--- config.mk ---
export PLATFORM = sky130hd
export DESIGN_NAME = inst_fetch_unit
export DESIGN_NICKNAME = d
export VERILOG_FILES = /design/src/rtl/inst_fetch_unit.sv
export SDC_FILE = /design/constraint.sdc
export NUM_CORES = 1
export LEC_CHECK = 0
export BUFFER_PORTS_ARGS = -buffer_cell sky130_fd_sc_hd__buf_2
export CAP_MARGIN = 20
export CORE_ASPECT_RATIO = 0.7
export CORE_MARGIN = 2
export CORE_UTILIZATION = 30
export DETAILED_ROUTE_END_ITERATION = 10
export GPL_TIMING_DRIVEN = 0
export SLEW_MARGIN = 20
export SYNTH_ARGS = -nofsm -noshare
export SYNTH_HDL_FRONTEND = slang
export SYNTH_SLANG_ARGS = --single-unit
--- constraint.sdc ---
create_clock -name clk -period 9.15 [get_ports clk]
set_input_delay 2.745 -clock clk [delete_from_list [all_inputs] [get_ports clk]]
set_output_delay 2.745 -clock clk [all_outputs]
set_load 0.03 [all_outputs]
--- src/rtl/inst_fetch_unit.sv ---
// Instruction fetch: owns the fetch PC, issues credit-limited in-order imem requests, buffers responses.
// Latency gnt@t, rvalid@t+k -> inst_valid@t+k+1; decode stalls hold the FIFO, and imem_req drops when buffer+in-flight reach depth.
module inst_fetch_unit #(
  parameter int                    instruction_width = 32,
  parameter int                    addr_width        = 32,
  parameter int                    fifo_depth        = 4,
  parameter logic [addr_width-1:0] reset_pc          = '0
) (
  input  logic                         clk,
  input  logic                         rst,
  input  logic                         redirect_valid,
  input  logic [addr_width-1:0]        redirect_pc,
  output logic                         imem_req,
  output logic [addr_width-1:0]        imem_addr,
  input  logic                         imem_gnt,
  input  logic                         imem_rvalid,
  input  logic [instruction_width-1:0] imem_rdata,
  output logic                         inst_valid,
  input  logic                         inst_ready,
  output logic [instruction_width-1:0] inst_data,
  output logic [addr_width-1:0]        inst_pc
);
  localparam int PW = (fifo_depth > 1) ? $clog2(fifo_depth) : 1;
  localparam int CW = $clog2(fifo_depth + 1);

  typedef enum logic [1:0] {S_BOOT, S_RUN, S_STALL, S_FLUSH} state_t;

  state_t                       r_state, w_state_nxt;
  logic [addr_width-1:0]        r_fetch_pc;
  logic [CW-1:0]                r_occ, r_out, r_stale;
  logic [CW-1:0]                w_occ_nxt, w_out_nxt, w_stale_nxt;
  logic [PW-1:0]                r_wr_ptr, r_rd_ptr, r_tag_wr, r_tag_rd;
  logic [addr_width-1:0]        r_buf_pc  [fifo_depth];
  logic [instruction_width-1:0] r_buf_dat [fifo_depth];
  logic [addr_width-1:0]        r_tag     [fifo_depth];
  logic [CW:0]                  w_used, w_used_nxt;
  logic                         w_credit, w_credit_nxt;
  logic                         w_grant, w_rsp_push, w_rsp_drop, w_rsp, w_pop;

  // Credit counts buffered words plus words still in flight, so a push always finds room.
  assign w_used       = {1'b0, r_occ} + {1'b0, r_out};
  assign w_credit     = w_used < (CW+1)'(fifo_depth);
  assign imem_req     = (r_state == S_RUN) && w_credit;
  assign imem_addr    = r_fetch_pc;
  assign w_grant      = imem_req && imem_gnt;
  assign w_rsp_drop   = imem_rvalid && (r_stale != '0);
  assign w_rsp_push   = imem_rvalid && (r_stale == '0) && (r_out != '0);
  assign w_rsp        = w_rsp_drop || w_rsp_push;
  assign inst_valid   = (r_occ != '0);
  assign w_pop        = inst_valid && inst_ready;
  assign inst_data    = inst_valid ? r_buf_dat[r_rd_ptr] : '0;
  assign inst_pc      = inst_valid ? r_buf_pc[r_rd_ptr] : '0;
  assign w_used_nxt   = {1'b0, w_occ_nxt} + {1'b0, w_out_nxt};
  assign w_credit_nxt = w_used_nxt < (CW+1)'(fifo_depth);

  always_comb begin
    w_occ_nxt   = r_occ + CW'(w_rsp_push) - CW'(w_pop);
    w_out_nxt   = r_out + CW'(w_grant) - CW'(w_rsp_push);
    w_stale_nxt = r_stale - CW'(w_rsp_drop);
    if (redirect_valid) begin
      // Everything in flight, including this cycle's grant, becomes stale; older stale words drain first.
      w_occ_nxt   = '0;
      w_out_nxt   = '0;
      w_stale_nxt = r_stale + r_out + CW'(w_grant) - CW'(w_rsp);
    end
  end

  always_comb begin
    w_state_nxt = r_state;
    case (r_state)
      S_BOOT:         w_state_nxt = S_RUN;
      S_RUN, S_STALL: w_state_nxt = w_credit_nxt ? S_RUN : S_STALL;
      S_FLUSH:        if (w_stale_nxt == '0) w_state_nxt = S_RUN;
      default:        w_state_nxt = S_BOOT;
    endcase
    if (redirect_valid) w_state_nxt = (w_stale_nxt != '0) ? S_FLUSH : S_RUN;
  end

  always_ff @(posedge clk or posedge rst) begin
    if (rst) begin
      r_state    <= S_BOOT;
      r_fetch_pc <= reset_pc;
      r_occ      <= '0;
      r_out      <= '0;
      r_stale    <= '0;
      r_wr_ptr   <= '0;
      r_rd_ptr   <= '0;
      r_tag_wr   <= '0;
      r_tag_rd   <= '0;
    end else begin
      r_state <= w_state_nxt;
      r_occ   <= w_occ_nxt;
      r_out   <= w_out_nxt;
      r_stale <= w_stale_nxt;
      if (redirect_valid) begin
        r_fetch_pc <= redirect_pc & ~addr_width'(3);
        r_wr_ptr   <= '0;
        r_rd_ptr   <= '0;
        r_tag_wr   <= '0;
        r_tag_rd   <= '0;
      end else begin
        if (w_grant) begin
          r_fetch_pc <= r_fetch_pc + addr_width'(4);
          r_tag_wr   <= r_tag_wr + PW'(1);
        end
        if (w_rsp_push) begin
          r_tag_rd <= r_tag_rd + PW'(1);
          r_wr_ptr <= r_wr_ptr + PW'(1);
        end
        if (w_pop) r_rd_ptr <= r_rd_ptr + PW'(1);
      end
    end
  end

  always_ff @(posedge clk) begin
    if (!redirect_valid && w_grant) r_tag[r_tag_wr] <= r_fetch_pc;
    if (!redirect_valid && w_rsp_push) begin
      r_buf_pc[r_wr_ptr]  <= r_tag[r_tag_rd];
      r_buf_dat[r_wr_ptr] <= imem_rdata;
    end
  end

  a_rvalid_has_request: assert property (@(posedge clk) disable iff (rst)
    imem_rvalid |-> (r_out != '0 || r_stale != '0));

endmodule

# Word-level counts from Yosys, hierarchy flattened
# Memory sizes are Yosys's and may differ from the RTL's.
# Cells that the tools add are included.
# op_classes
addsub	15
order_cmp	2
n_eq_ne	4
n_mux	24
reduce_logical	21
# op_table
cell	count
32-bit two-way mux	4
32-bit by 3-bit adder with 32-bit output, second input constant	1
2-bit two-way mux	12
3-bit nonzero test	4
3-bit by 1-bit subtractor with 3-bit output	4
3-bit by 1-bit adder with 3-bit output	3
3-bit two-way mux	3
2-bit by 1-bit adder with 2-bit output, second input constant	4
3-bit by 3-bit adder with 4-bit output	2
1-bit logical AND	8
4-bit by 3-bit < comparator with 1-bit output, second input constant	2
3-bit logical NOT	2
2-bit one-hot mux with 3 select lines	1
2-bit nonzero test	3
2-bit == test, second input constant	2
1-bit two-way mux	4
3-bit adder	1
3-bit != test, second input constant	1
2-bit by 1-bit == test with 1-bit output, second input constant	1
2-bit logical NOT	1
2-bit OR reduction	1
1-bit logical NOT	1
1-bit logical OR	1
# totals
reg_bits	51
ramBits	384
in_bits	70
mem_count	3
# memory_table
name	depth	width	rd	rd_ports_with_merged_regs	write_ports	line_no	text
r_buf_dat	4	32	1	0	1	34	logic [instruction_width-1:0] r_buf_dat [fifo_depth];
r_buf_pc	4	32	1	0	1	33	logic [addr_width-1:0] r_buf_pc [fifo_depth];
r_tag	4	32	1	0	1	35	logic [addr_width-1:0] r_tag [fifo_depth];

# Depth between registers and ports, before layout
# depth
depth_word	12
mapped_depth	15

# Worst setup path before layout
# OpenSTA, ideal clock, no wires.
# synth_timing
path_kind	input to register
start	in imem_rvalid
end	reg r_state[1]
t_arrival_ps	5112
setup_slack_ps	3912
stages	13
n_path_buf	0
cell_sequence	nand3_1 -> clkinv_1 -> ha_1 -> inv_1 -> ha_1 -> fa_1 -> xnor2_1 -> nor2_1 -> ha_1 -> nor3_1 -> a211oi_1 -> or3_1 -> o311a_1
# synth_via
word_cells_on_any_way	21
cone_classes	6 x add/sub; 1 x order compare; 1 x eq/ne; 7 x mux; 6 x reduce/logical
# synth_lines
element	line_no	text
from (decl)	16	input logic imem_rvalid,
1-bit logical AND (2 in a row)	47	assign w_rsp_push = imem_rvalid && (r_stale == '0) && (r_out != '0);
3-bit by 1-bit subtractor with 3-bit output	58	w_out_nxt = r_out + CW'(w_grant) - CW'(w_rsp_push);
3-bit two-way mux	60	if (redirect_valid) begin
named net w_out_nxt[2]	31	logic [CW-1:0] w_occ_nxt, w_out_nxt, w_stale_nxt;
3-bit by 3-bit adder with 4-bit output	53	assign w_used_nxt = {1'b0, w_occ_nxt} + {1'b0, w_out_nxt};
4-bit by 3-bit < comparator with 1-bit output	54	assign w_credit_nxt = w_used_nxt < (CW+1)'(fifo_depth);
2-bit two-way mux	72	S_RUN, S_STALL: w_state_nxt = w_credit_nxt ? S_RUN : S_STALL;
2-bit one-hot mux with 3 select lines	70	case (r_state)
2-bit two-way mux	76	if (redirect_valid) w_state_nxt = (w_stale_nxt != '0) ? S_FLUSH : S_RUN;
to (signal assigned)	91	r_state <= w_state_nxt;
to (decl)	28	state_t r_state, w_state_nxt;
# The timed path passes the listed nets, and every way through them passes these cells.
# A chain may end at the register's enable or synchronous reset.

# Worst setup path in the final report
# layout_timing
start	reg r_rd_ptr[1]
end	out inst_pc[16]
# layout_via
elab_chain_len	2
# layout_rtl
element	line_no	text
from (decl)	32	logic [PW-1:0] r_wr_ptr, r_rd_ptr, r_tag_wr, r_tag_rd;
from (signal assigned)	110	if (w_pop) r_rd_ptr <= r_rd_ptr + PW'(1);
memory 4 x 32 bit	--	
32-bit two-way mux	52	assign inst_pc = inst_valid ? r_buf_pc[r_rd_ptr] : '0;
to (decl)	21	output logic [addr_width-1:0] inst_pc
# No other way between the ends.

==> metrics.md <==
| Metric | Value |
|---|---|
| Mapped Cells | `883` |
| Die H | `between 200 and 250 um` |
| Area growth syn-to-layout | `19.94%` |
| FFs w/ async S/R, synth | `between 10% and 20%` |
| Min-Delay Path Class | `reg -> reg` |
| RePlAce Congestion | `around 0.76` |
| Comb power frac | `25.3%` |
| Simple-gate share of the synthesized area | `6.468%` |
| Reg-to-Reg Start | `r_occ[1]$_DFF_PP0_` |
| Pins Over Slew Limit | `0` |
| Row count | `72` |
| Power Dens Cells | `265.3 mW/mm^2` |
| Fin crit share | `a little over three fifths` |
| Ports | `approximately 170` |
| # nets final | `1197` |
| Layout cells sized above 1 | `30.74%` |
| DPL Wire Length | `about 26000 um` |
| Core area | `~0.055 sq mm` |
| Fin Setup TNS | `0 ps` |
| First drt pass iteration count | `5` |
| YS warnings | `0` |
| Worst EP arrival | `approximately 3000 ps` |
| Htree depth | `2` |
| Switching pwr | `1609 uW` |
| Worst Setup SP | `r_rd_ptr[1]$_DFFE_PP0P_` |
| GR Util All Layers | `between 10% and 20%` |
| Worst-Skew Late Latency | `approximately 560 ps` |
| Drt wl/cell | `a little over 20 um` |
| Worst path required time | `6410 ps` |
| Clock sinks | `~420` |
| Worst R2R Path Depth | `15` |
| Clock-pin slew on the worst setup and hold paths | `about 60 ps` |
| Initial Utilization | `between 30 and 40%` |
| Post-CTS setup buffers | `0` |
| Lkg Pwr | `slightly below 0.007 uW` |
| Die span in x | `between 200 and 300 um` |
| Synth Flop Type | `edfxtp_1` |
| Vias per cell | `~4.7` |
| # Max-Cap Violations | `0` |
| Final WL | `between 30000 and 40000 um` |
| Post-synthesis mux area share | `between 10% and 20%` |
| R2R Setup Slk | `~5000 ps` |
| Mean Syn Cell Area | `~19 sq um` |
| Most common cell in the netlist | `edfxtp_1` |
| CTS hold repair buffers | `0` |
| Worst-path fanout max | `10` |
| Final antenna-violating net count | `0` |
| CTS Buffer Depth | `3` |
| DR iter-0 viols | `a little under 600` |
| First-pass GRT wire length | `58020 um` |
| Post-route DRC violation count | `0` |
| Final std cells w/o fill | `about 1900` |
| Status | `finished clean` |
| Worst r2r dst | `r_state[1]$_DFFE_PP0P_` |
| Yosys top cell by area | `edfxtp_1` |
| Largest family of logic cells by synthesized area | `multiplexers` |
| Max Clk Rate | `around 0.17 GHz` |
| Switch share | `30.21%` |
| Number of port buffers | `161` |
| Die area | `approximately 0.058 sq mm` |
| Final hold violations | `0` |
| Remaining Overflow, GRT | `0` |
| Max transition margin | `32.62%` |
| Crit Path Category | `reg -> out` |
| Top cells by area, synth | `edfxtp_1 (66%), mux4_2 (12%), dfrtp_1 (7.3%)` |
| Min-delay src | `r_tag_wr[1]$_DFFE_PP0N_` |
| Netlist cell types | `just over 40` |
| Vias in the first global route | `9192` |
| Internal | `~3700 uW` |
| EDFF count, synth | `about 370` |
| Largest net degree at the start of global routing | `50` |
| Clock share of power | `32.7%` |
| Seq/Total Area, Yosys | `between 70% and 80%` |
| Worst setup SP type | `flip-flop` |
| Ant diodes | `0` |
| Total CTS buffers | `43` |
| CTS tree | `done` |
| Worst Tran Pin Value | `a little over 1000 ps` |
| Final clock skew | `~24 ps` |
| RSZ-0062 raised after global routing | `no` |
| Adder-Cell Fraction of Synth Area | `2.198%` |
| Post-synthesis compound-gate area fraction | `around 1.3%` |
| Root Driver | `clkbuf_16` |
| Synth Cell Area | `about 0.017 sq mm` |
| Final setup vio count | `0` |
| XOR/XNOR Fraction of Synth Area | `under 10%` |
| #FFs+latches synth | `417` |
| CP endpoint kind | `output pin` |
| Worst setup endpoint | `inst_pc[16]` |
| Cells after DPL | `~1800` |
| Min Tclk post-route | `5728 ps` |
| Yosys top cell area share | `66.04%` |
| Initial antenna violation count | `3` |
| Seq pwr share | `between 40% and 50%` |
| CTS-repair resized insts | `0` |
| Via count | `just under 9000` |
| Peak supply drop | `0.0001223 V` |
| Commonest cells post-synth | `edfxtp_1 (368), mux4_2 (92), and2_1 (65), dfrtp_1 (49), nand2_1 (42)` |
[layout by cell type (no fill, tap or decap), drive strengths merged, types with 11 or more instances in the layout]
master	Yosys	layout
edfxtp	368	368
buf	19	188
mux4	92	92
clkbuf	27	85
and2	65	65
dfrtp	49	49
nand2	42	42
xnor2	26	26
o21ai	23	23
ha	23	23
inv	20	21
nor2	19	19
and3	14	14
clkinv	2	13
nand3	11	11
[critical path, stage by stage (launching register included)]
cell and delay [ps]:
dfrtp_1 320, clkbuf_1 560, clkbuf_1 710, mux4_2 450, and2_1 180, buf_2 170
[metal layers]
layer / vias to the layer above / GRT usage, % / wire [um]
li1: 3890 / - / -
met1: 4589 / 18.87 / 17950
met2: 193 / 21.48 / 17990
met3: 52 / 3.061 / 1960
met4: 2 / 3.945 / 817
met5: - / 0 / 13
[per-stage QoR]
step | total power, uW | util, % | hold slack [ps] | area (sq um) | setup slack, ps
2_1_floorplan | 3207 | - | 514.5 | 16740 | 3912
3_3_place_gp | 3626 | 33.51 | 562.1 | 18480 | 2047
3_5_place_dp | 3649 | 33.89 | 559.6 | 18690 | 3343
4_1_cts | 5409 | 36.40 | 572.1 | 20070 | 3284
5_1_grt | 5566 | 36.40 | 625.2 | 20070 | 3177
6_report | 5325 | 36.40 | 592.2 | 20070 | 3422
[cell families after synthesis]
| group | Yosys count |
|---|---|
| AO/OA/AOI/OAI | 38 |
| XOR/XNOR | 37 |
| adder cells (fa/ha/maj) | 27 |
| buffers and inverters | 68 |
| flip-flops | 417 |
| multiplexers | 100 |
| other | 1 |
| AND/OR/NAND/NOR | 195 |
[power by group through the flow]
| stage | Combinational (uW) | Sequential [uW] | Clock, uW |
|---|---|---|---|
| 2_1_floorplan | 929 | 2280 | 0 |
| 3_3_place_gp | 1350 | 2270 | 0 |
| 3_5_place_dp | 1380 | 2270 | 0 |
| 4_1_cts | 1380 | 2230 | 1790 |
| 5_1_grt | 1470 | 2240 | 1850 |
| 6_report | 1350 | 2230 | 1740 |
[worst min path at each step]
stage	end	slack, ps	cells after the start
6_report	r_tag_wr[1]$_DFFE_PP0N_	590	2
5_1_grt	r_stale[2]$_DFF_PP0_	630	1
4_1_cts	r_stale[2]$_DFF_PP0_	570	1
3_5_place_dp	r_stale[2]$_DFF_PP0_	560	1
3_3_place_gp	r_wr_ptr[1]$_DFFE_PP0P_	560	2
2_1_floorplan	r_stale[2]$_DFF_PP0_	510	1
[layout make-up]
cell class	count	area, sq um
sequential	417	12280
clock buffer	58	1142
clock inverter	19	241.5
multi-input combinational	401	4207
fill	5155	35060
timing repair buffer	169	988.4
tap	740	925.9
buffer	46	202.7
inverter	22	85.08
[state kept, by name, indices dropped and copies added, names as in the netlist]
signal	flops
r_buf_dat	128
r_buf_pc	120
r_tag	120
imem_addr	30
r_occ	3
r_out	3
r_stale	3
r_rd_ptr	2
r_state	2
r_tag_rd	2
r_tag_wr	2
r_wr_ptr	2
No activity file was read; power rests on OpenSTA's default activity.
